### src/rtl/stack_alu_ctrl.sv
// stack_alu_ctrl: operand-stack controller that sequences an external
// combinational ALU. Stack ops finish in the accept cycle. Binary ops take
// two extra cycles: EXEC presents the operands, and WB writes the result back
// into the NOS slot.
// Optional feature: define STACK_ALU_CTRL_STICKY_ERR_EN to make the error
// flags latch until rst. By default they pulse for one cycle.
module stack_alu_ctrl #(
  parameter int DEPTH = 8
) (
  input  logic                         clk,
  input  logic                         rst,
  input  logic                         cmd_valid,
  output logic                         cmd_ready,
  input  logic [3:0]                   cmd,
  input  logic [7:0]                   cmd_data,
  output logic [7:0]                   alu_a,
  output logic [7:0]                   alu_b,
  output logic [3:0]                   alu_op,
  input  logic [7:0]                   alu_out,
  output logic [7:0]                   tos,
  output logic [$clog2(DEPTH+1)-1:0]   count,
  output logic                         empty,
  output logic                         full,
  output logic                         err_underflow,
  output logic                         err_overflow
);

  localparam int CW = $clog2(DEPTH + 1);
  localparam int AW = $clog2(DEPTH);
  localparam logic [CW-1:0] ONE     = CW'(1);
  localparam logic [CW-1:0] TWO     = CW'(2);
  localparam logic [CW-1:0] DEPTH_C = CW'(DEPTH);

  localparam logic [3:0] CMD_PUSH = 4'd8;
  localparam logic [3:0] CMD_POP  = 4'd9;
  localparam logic [3:0] CMD_DUP  = 4'd10;
  localparam logic [3:0] CMD_SWAP = 4'd11;
  localparam logic [3:0] OP_NUL   = 4'd8;

  typedef enum logic [1:0] {IDLE, EXEC, WB} state_e;

  state_e          state_q, state_d;
  logic [7:0]      mem_q [DEPTH];
  logic [CW-1:0]   count_q, count_d;
  logic [7:0]      aluA_q, aluA_d;
  logic [7:0]      aluB_q, aluB_d;
  logic [3:0]      aluOp_q, aluOp_d;
  logic [7:0]      result_q, result_d;
  logic            errUnder_q, errUnder_d;
  logic            errOver_q, errOver_d;

  logic            wrEnA, wrEnB;
  logic [AW-1:0]   wrIdxA, wrIdxB;
  logic [7:0]      wrDataA, wrDataB;
  logic            underHit, overHit;

  logic [AW-1:0]   topIdx, nosIdx, pushIdx;
  logic [7:0]      topVal, nosVal;

  // Slot indices derived from the occupancy; only dereferenced when the
  // occupancy makes them valid
  assign topIdx  = AW'(count_q - ONE);
  assign nosIdx  = AW'(count_q - TWO);
  assign pushIdx = AW'(count_q);
  assign topVal  = (count_q == '0) ? 8'h00 : mem_q[topIdx];
  assign nosVal  = mem_q[nosIdx];

  assign cmd_ready     = (state_q == IDLE);
  assign alu_a         = aluA_q;
  assign alu_b         = aluB_q;
  assign alu_op        = aluOp_q;
  assign tos           = topVal;
  assign count         = count_q;
  assign empty         = (count_q == '0);
  assign full          = (count_q == DEPTH_C);
  assign err_underflow = errUnder_q;
  assign err_overflow  = errOver_q;

  // Next-state logic: decode accepted commands, sequence EXEC/WB, and plan up to two stack writes
  always_comb begin
    state_d  = state_q;
    count_d  = count_q;
    aluA_d   = 8'h00;
    aluB_d   = 8'h00;
    aluOp_d  = OP_NUL;
    result_d = result_q;
    wrEnA    = 1'b0;
    wrEnB    = 1'b0;
    wrIdxA   = '0;
    wrIdxB   = '0;
    wrDataA  = 8'h00;
    wrDataB  = 8'h00;
    underHit = 1'b0;
    overHit  = 1'b0;

    case (state_q)
      IDLE: begin
        if (cmd_valid) begin
          case (cmd)
            CMD_PUSH: begin
              if (count_q == DEPTH_C) begin
                overHit = 1'b1;
              end else begin
                wrEnA   = 1'b1;
                wrIdxA  = pushIdx;
                wrDataA = cmd_data;
                count_d = count_q + ONE;
              end
            end
            CMD_POP: begin
              if (count_q == '0) begin
                underHit = 1'b1;
              end else begin
                count_d = count_q - ONE;
              end
            end
            CMD_DUP: begin
              if (count_q == '0) begin
                underHit = 1'b1;
              end else if (count_q == DEPTH_C) begin
                overHit = 1'b1;
              end else begin
                wrEnA   = 1'b1;
                wrIdxA  = pushIdx;
                wrDataA = topVal;
                count_d = count_q + ONE;
              end
            end
            CMD_SWAP: begin
              if (count_q < TWO) begin
                underHit = 1'b1;
              end else begin
                wrEnA   = 1'b1;
                wrIdxA  = topIdx;
                wrDataA = nosVal;
                wrEnB   = 1'b1;
                wrIdxB  = nosIdx;
                wrDataB = topVal;
              end
            end
            default: begin
              if (!cmd[3]) begin
                if (count_q < TWO) begin
                  underHit = 1'b1;
                end else begin
                  state_d = EXEC;
                  aluA_d  = nosVal;
                  aluB_d  = topVal;
                  aluOp_d = cmd;
                end
              end
            end
          endcase
        end
      end
      EXEC: begin
        state_d  = WB;
        result_d = alu_out;
      end
      WB: begin
        wrEnA   = 1'b1;
        wrIdxA  = nosIdx;
        wrDataA = result_q;
        count_d = count_q - ONE;
        state_d = IDLE;
      end
      default: state_d = IDLE;
    endcase

`ifdef STACK_ALU_CTRL_STICKY_ERR_EN
    errUnder_d = errUnder_q | underHit;
    errOver_d  = errOver_q | overHit;
`else
    errUnder_d = underHit;
    errOver_d  = overHit;
`endif
  end

  // State register. Reset abandons any in-flight op, so WB cannot write after rst.
  always_ff @(posedge clk) begin
    if (rst) begin
      state_q    <= IDLE;
      count_q    <= '0;
      aluA_q     <= 8'h00;
      aluB_q     <= 8'h00;
      aluOp_q    <= OP_NUL;
      result_q   <= 8'h00;
      errUnder_q <= 1'b0;
      errOver_q  <= 1'b0;
    end else begin
      state_q    <= state_d;
      count_q    <= count_d;
      aluA_q     <= aluA_d;
      aluB_q     <= aluB_d;
      aluOp_q    <= aluOp_d;
      result_q   <= result_d;
      errUnder_q <= errUnder_d;
      errOver_q  <= errOver_d;
      if (wrEnA) mem_q[wrIdxA] <= wrDataA;
      if (wrEnB) mem_q[wrIdxB] <= wrDataB;
    end
  end

endmodule
### config.mk
export PLATFORM = sky130hd
export DESIGN_NAME = stack_alu_ctrl
export DESIGN_NICKNAME = d
export VERILOG_FILES = /design/src/rtl/stack_alu_ctrl.sv
export SDC_FILE = /design/constraint.sdc
export NUM_CORES = 1
export LEC_CHECK = 0
export ABC_CLOCK_PERIOD_IN_PS = 4100
export BUFFER_PORTS_ARGS = -buffer_cell sky130_fd_sc_hd__buf_2
export CORE_UTILIZATION = 40
export CTS_CLUSTER_SIZE = 8
export DETAILED_ROUTE_END_ITERATION = 6
export SLEW_MARGIN = 20
export SYNTH_ARGS = -nofsm -noshare
export SYNTH_HDL_FRONTEND = slang
export SYNTH_SLANG_ARGS = --single-unit
export TNS_END_PERCENT = 50
### constraint.sdc
create_clock -name clk -period 4.1 [get_ports clk]
set_input_delay 0.82 -clock clk [delete_from_list [all_inputs] [get_ports clk]]
set_output_delay 0.82 -clock clk [all_outputs]
set_load 0.01 [all_outputs]
After elaboration in Yosys (flattened, before gate mapping). Memories as Yosys holds them, arrays and structs flattened. Index checks and enable logic that the tools add are counted.

$add $sub $neg: 3. Order comparisons: 1. Equality and inequality tests: 14. Muxes and demuxes: 56. Bitwise gates (word level): 2. Reductions and logical operators: 10.

Operators by type and width (number): 2-to-1 mux 8 bit (10); 2-to-1 mux 3 bit (8); case mux 8 bit (3 select lines) (1); equality test 4 bit (second input constant) (5); 2-to-1 mux 4 bit (5); 2-to-1 mux 1 bit (18); case mux 8 bit (2 select lines) (1); case mux 4 bit (3 select lines) (1); case mux 3 bit (3 select lines) (1); OR reduction 9 bit (1); 2-to-1 mux 2 bit (4); inequality test 2 bit (second input constant) (4); case mux 4 bit (2 select lines) (1); OR reduction 8 bit (1); inequality test 3 bit (second input constant) (2); case mux 1 bit (3 select lines) (2); case mux 3 bit (2 select lines) (1); AND reduction 5 bit (1); adder 4 x 1 -> 4 bit (second input constant) (1); logical NOT 4 bit (1); less-than comparator 4 x 2 -> 1 bit (second input constant) (1); inequality test 4 x 1 -> 1 bit (second input constant) (1); case mux 1 bit (2 select lines) (2); case mux 2 bit (2 select lines) (1); other kinds (11) (12).

Register bits: 36. Memory bits (writable): 64. Input bits: 23. Memories kept: 1.

Memories: mem_q (depth 8, width 8, rd ports 2, clocked after memory_dff 0, wr ports 2, line 43) `logic [7:0] mem_q [DEPTH];`.

Longest topological paths before layout.
Word-level depth: 9. Gate-level depth with buffers: 11. Gate-level depth less buffers: 7.

Least setup slack after synthesis. No wires, ideal clock.

Path type: register to output. Start point: register count_q[1], in the netlist count[1]. End point: output port tos[0]. Arrival time: 2.717 ns. Data required time: 3.280 ns. Setup slack: 0.563 ns. Stages on the path, launching flop included: 11. Path buffers: 4. Path through: dfxtp_1 -> buf_2 -> buf_2 -> inv_1 -> ha_1 -> buf_2 -> buf_2 -> mux4_2 -> mux2i_1 -> or2_2 -> inv_1.

Longest elaborated chain between the ends: 3.

Ends and longest elaborated chain: from (decl) (line 44) `logic [CW-1:0] count_q, count_d;`; from (signal assigned) (line 192) `count_q <= count_d;`; subtractor 4 x 1 -> 4 bit; memory read (8 x 8 bit); 2-to-1 mux 8 bit * (line 65) `assign topVal = (count_q == '0) ? 8'h00 : mem_q[topIdx];`; to (decl) (line 20) `output logic [7:0] tos,`.

Every way passes the cells marked *; elsewhere a longest branch is shown, timed or not.

Worst setup path after layout.
Start point: register count_q[1], in the netlist count[1]. End point: output port tos[6].

The elaborated chain is that of the path after synthesis.

==> flow_summary.json <==
{
  "path_cells": "inv_1 -> ha_1 -> buf_12 -> mux4_2 -> mux2i_1 -> or2_2 -> inv_1 -> buf_2",
  "clock-sinks": 100,
  "yosysUniqueCellTypes": 54,
  "holdBufCountCts": 0,
  "hold_viol_final": 0,
  "regToRegSetupSlack_ns": 0.67,
  "synth_top_area_share_pct": 30.9,
  "holdWs_ns": 0.484,
  "finClkSkew_ns": 0.00964,
  "timing.rr.end": "mem_q[1][6]",
  "routed_via_density": 6.38,
  "dieArea_um2": 16000,
  "dr_wl_met2_um": 9310,
  "report.final.slew_viol_count": 0,
  "grt_pass1_vias": 5107,
  "avgSynthCellArea_um2": 9.99,
  "wl_met1_um": 8200,
  "hold_depth": 2,
  "synth_area_leaders": "edfxtp_1 31%, dfxtp_1 12%, mux4_2 12%, nor2_1 6.4%, nor3_1 4.8%",
  "crit_path_max_incr_delay_ns": 0.65,
  "post-route-min-period_ns": 3.59,
  "place_area_um2": 6760,
  "die_x_um": 127,
  "coreArea_um2": 15200,
  "design_area_um2": 7050,
  "async_flop_share_pct": 0,
  "end_kind": "output pin",
  "drt_pass1_iterations": 5,
  "post_cts_resize_count": 0,
  "fin_cells": 868,
  "worst_ep_required_time_ns": 3.28,
  "vdd_drop_max_mv": 0.198,
  "drc": 0,
  "synth_edf_count": 64,
  "worst_pin_slew_ns": 1.04,
  "cp_max_fo": 11,
  "rsz0062_at_grt": "no",
  "min_from": "result_q[6]",
  "synthFlopType": "edfxtp_1",
  "clkLatencyLatePin_ns": 0.37,
  "antenna_cells": 0,
  "power_per_cell_area_nw_per_um2": 289,
  "cts.reportedPaths.clkPinSlew_ns": 0.07,
  "grt_max_degree": 31,
  "top_layer": "met4",
  "wl_met3_um": 2490,
  "total_power_mw": 2.04,
  "grt_pass1_wl_um": 31200,
  "hold_end": "result_q[6]",
  "finalCritPeriodShare_pct": 87.5,
  "max_freq_mhz": 279,
  "critical_path_arrival_ns": 2.77,
  "die_h_um": 127,
  "synthCells": 622,
  "dpl_worst_slack_ns": 0.702,
  "synth-seq-area-share_pct": 42.5,
  "drive_above_1_share_pct": 27.4,
  "leakagePower_nw": 2.94,
  "rows": 45,
  "htreeDepth": 3,
  "post-route-util_pct": 46.4,
  "overflow": 0,
  "cp_top_family": "multiplexers",
  "postCtsSetupBuffers": 0,
  "numCtsBuffers": 9,
  "drtIter0Drc": 669,
  "cts_root_buf": "clkbuf_16",
  "synth_warnings": 0,
  "drv_cap": 0,
  "synth-simple-area-share_pct": 24.4,
  "synth_compound_area_share_pct": 12.9,
  "clk_path_buf_depth": 2,
  "hold_path.class": "register to register",
  "synth-xor-area-share_pct": 0.403,
  "critPathBufInv": 4,
  "r2r_cells": 7,
  "postSynthNetCount": 650,
  "ios": 60,
  "dp.cells": 852,
  "cts_tree": "done",
  "synth_top_cell_by_area": "edfxtp_1",
  "gp_congestion": 0.947,
  "synth_area_um2": 6210,
  "hpwl_um": 14000,
  "worstSetupPathType": "register to output pin",
  "critPathLaunchType": "register",
  "start_util_pct": 40.9,
  "synth_top_family_by_area": "simple AND/OR/NAND/NOR gates",
  "area_growth_pct": 13.6,
  "finalSetupViolations": 0,
  "wl_per_cell_um": 24.4,
  "grt.total_usage_pct": 27.3,
  "nNetsFinal": 703,
  "cpMaxStageDelayCell": "ha_1",
  "synthAdderAreaFrac_pct": 1.01,
  "max_slew_margin_pct": 30.8,
  "tns_ns": 0,
  "crit_top_cell": "inv_1",
  "status": "finished clean",
  "drt_wl_total_um": 21100,
  "antenna_found_initial": 0,
  "antenna_left": 0,
  "r2r_start": "count[2]",
  "vias": 5539,
  "synthMuxAreaShare_pct": 14.5,
  "layout_setup_ws_ns": 0.512,
  "port_buffers": 59,
  "ys_ff_latch": 100
}
## worst max-delay path by stage
stage | start | end | slack (ns) | depth (start not counted)
after floorplan | count[1] | tos[0] | 0.56 | 10
final | count[1] | tos[6] | 0.51 | 8
after global placement | cmd_valid | mem_q[0][6] | 0.34 | 7
after detailed placement | cmd_valid | mem_q[0][7] | 0.70 | 7
after global routing | count[1] | tos[5] | 0.36 | 8
after CTS | count[1] | tos[5] | 0.49 | 8
## cell usage in the layout (no fill, tap or decap), types with 5 or more instances in the layout
master	instances
ha_1	5
buf_2	59
mux2i_1	17
nor2b_1	9
o31ai_1	8
nor3_4	8
inv_1	12
dfxtp_1	35
a21oi_1	47
and2_1	19
o221ai_1	8
mux4_2	32
a21oi_2	24
a221o_1	9
buf_4	27
or2_2	8
and3_1	11
nand2_1	43
nor3_1	60
nor2_1	106
edfxtp_1	64
clkbuf_16	9
## cells in the mapped netlist, types with 3 or more instances
cell      number
nand2_1       43
buf_2         10
and3_1        11
nor2b_1        9
o31ai_1        9
ha_1           5
inv_2          3
nor3b_1        3
a21o_1         3
edfxtp_1      64
dfxtp_1       36
a21oi_2       24
nand3_1        3
inv_1         12
buf_6          3
nor3_1        60
mux4_2        32
nand2b_1       4
mux2i_1       17
or3_1          3
nor2_1       106
a21oi_1       47
and2_1        19
or2_2          8
o221ai_1       8
o21ai_0        4
clkbuf_1      29
nor3_4         8
a221o_1        9
## flip-flops by register name, indices dropped and copies added, names as in the netlist
register,cells
mem_q,64
alu_a,8
alu_b,8
state_q,2
result_q,8
alu_op,4
err_underflow,1
err_overflow,1
count,4
## per-layer routing
layer  GRT usage, %  up-vias
met1           34.3     2670
met4           16.7        0
met2           41.8      384
met5              0        -
li1               -     2402
met3           7.47       83
## final cells by class
type | count | area [um^2]
clock buffer | 9 | 225
multi-input combinational | 462 | 3310
inverter | 15 | 56.3
tap | 188 | 235
timing repair buffer | 87 | 518
sequential | 100 | 2640
fill | 1432 | 8150
clock inverter | 7 | 65.1
## worst reg2reg max path: cells and delay by family, from the launching register on
| family | cells | cell delay, ns |
|---|---|---|
| and+or+nand+nor | 3 | 1.42 |
| DFF | 1 | 0.64 |
| buffers and inverters | 2 | 0.50 |
| adders and majority gates | 1 | 0.33 |
| AOI/OAI and AO/OA | 1 | 0.24 |
## power breakdown
group          total [mW]  switching [mW]  internal [mW]  leakage (nW)
Sequential           1.06         0.00120           1.06         0.933
Clock               0.879           0.408          0.472         0.145
Combinational      0.0976          0.0609         0.0367          1.86
## kinds of logic (layout without fill, tap and decap cells)
group / after synthesis / in the layout
DFF: 100 / 100
and+or+nand+nor: 292 / 292
AOI/OAI and AO/OA: 113 / 113
buffers and inverters: 60 / 118
adders and majority gates: 5 / 5
muxes: 50 / 50
xor gates and xnor gates: 2 / 2
(Power assumes the default switching activity.)
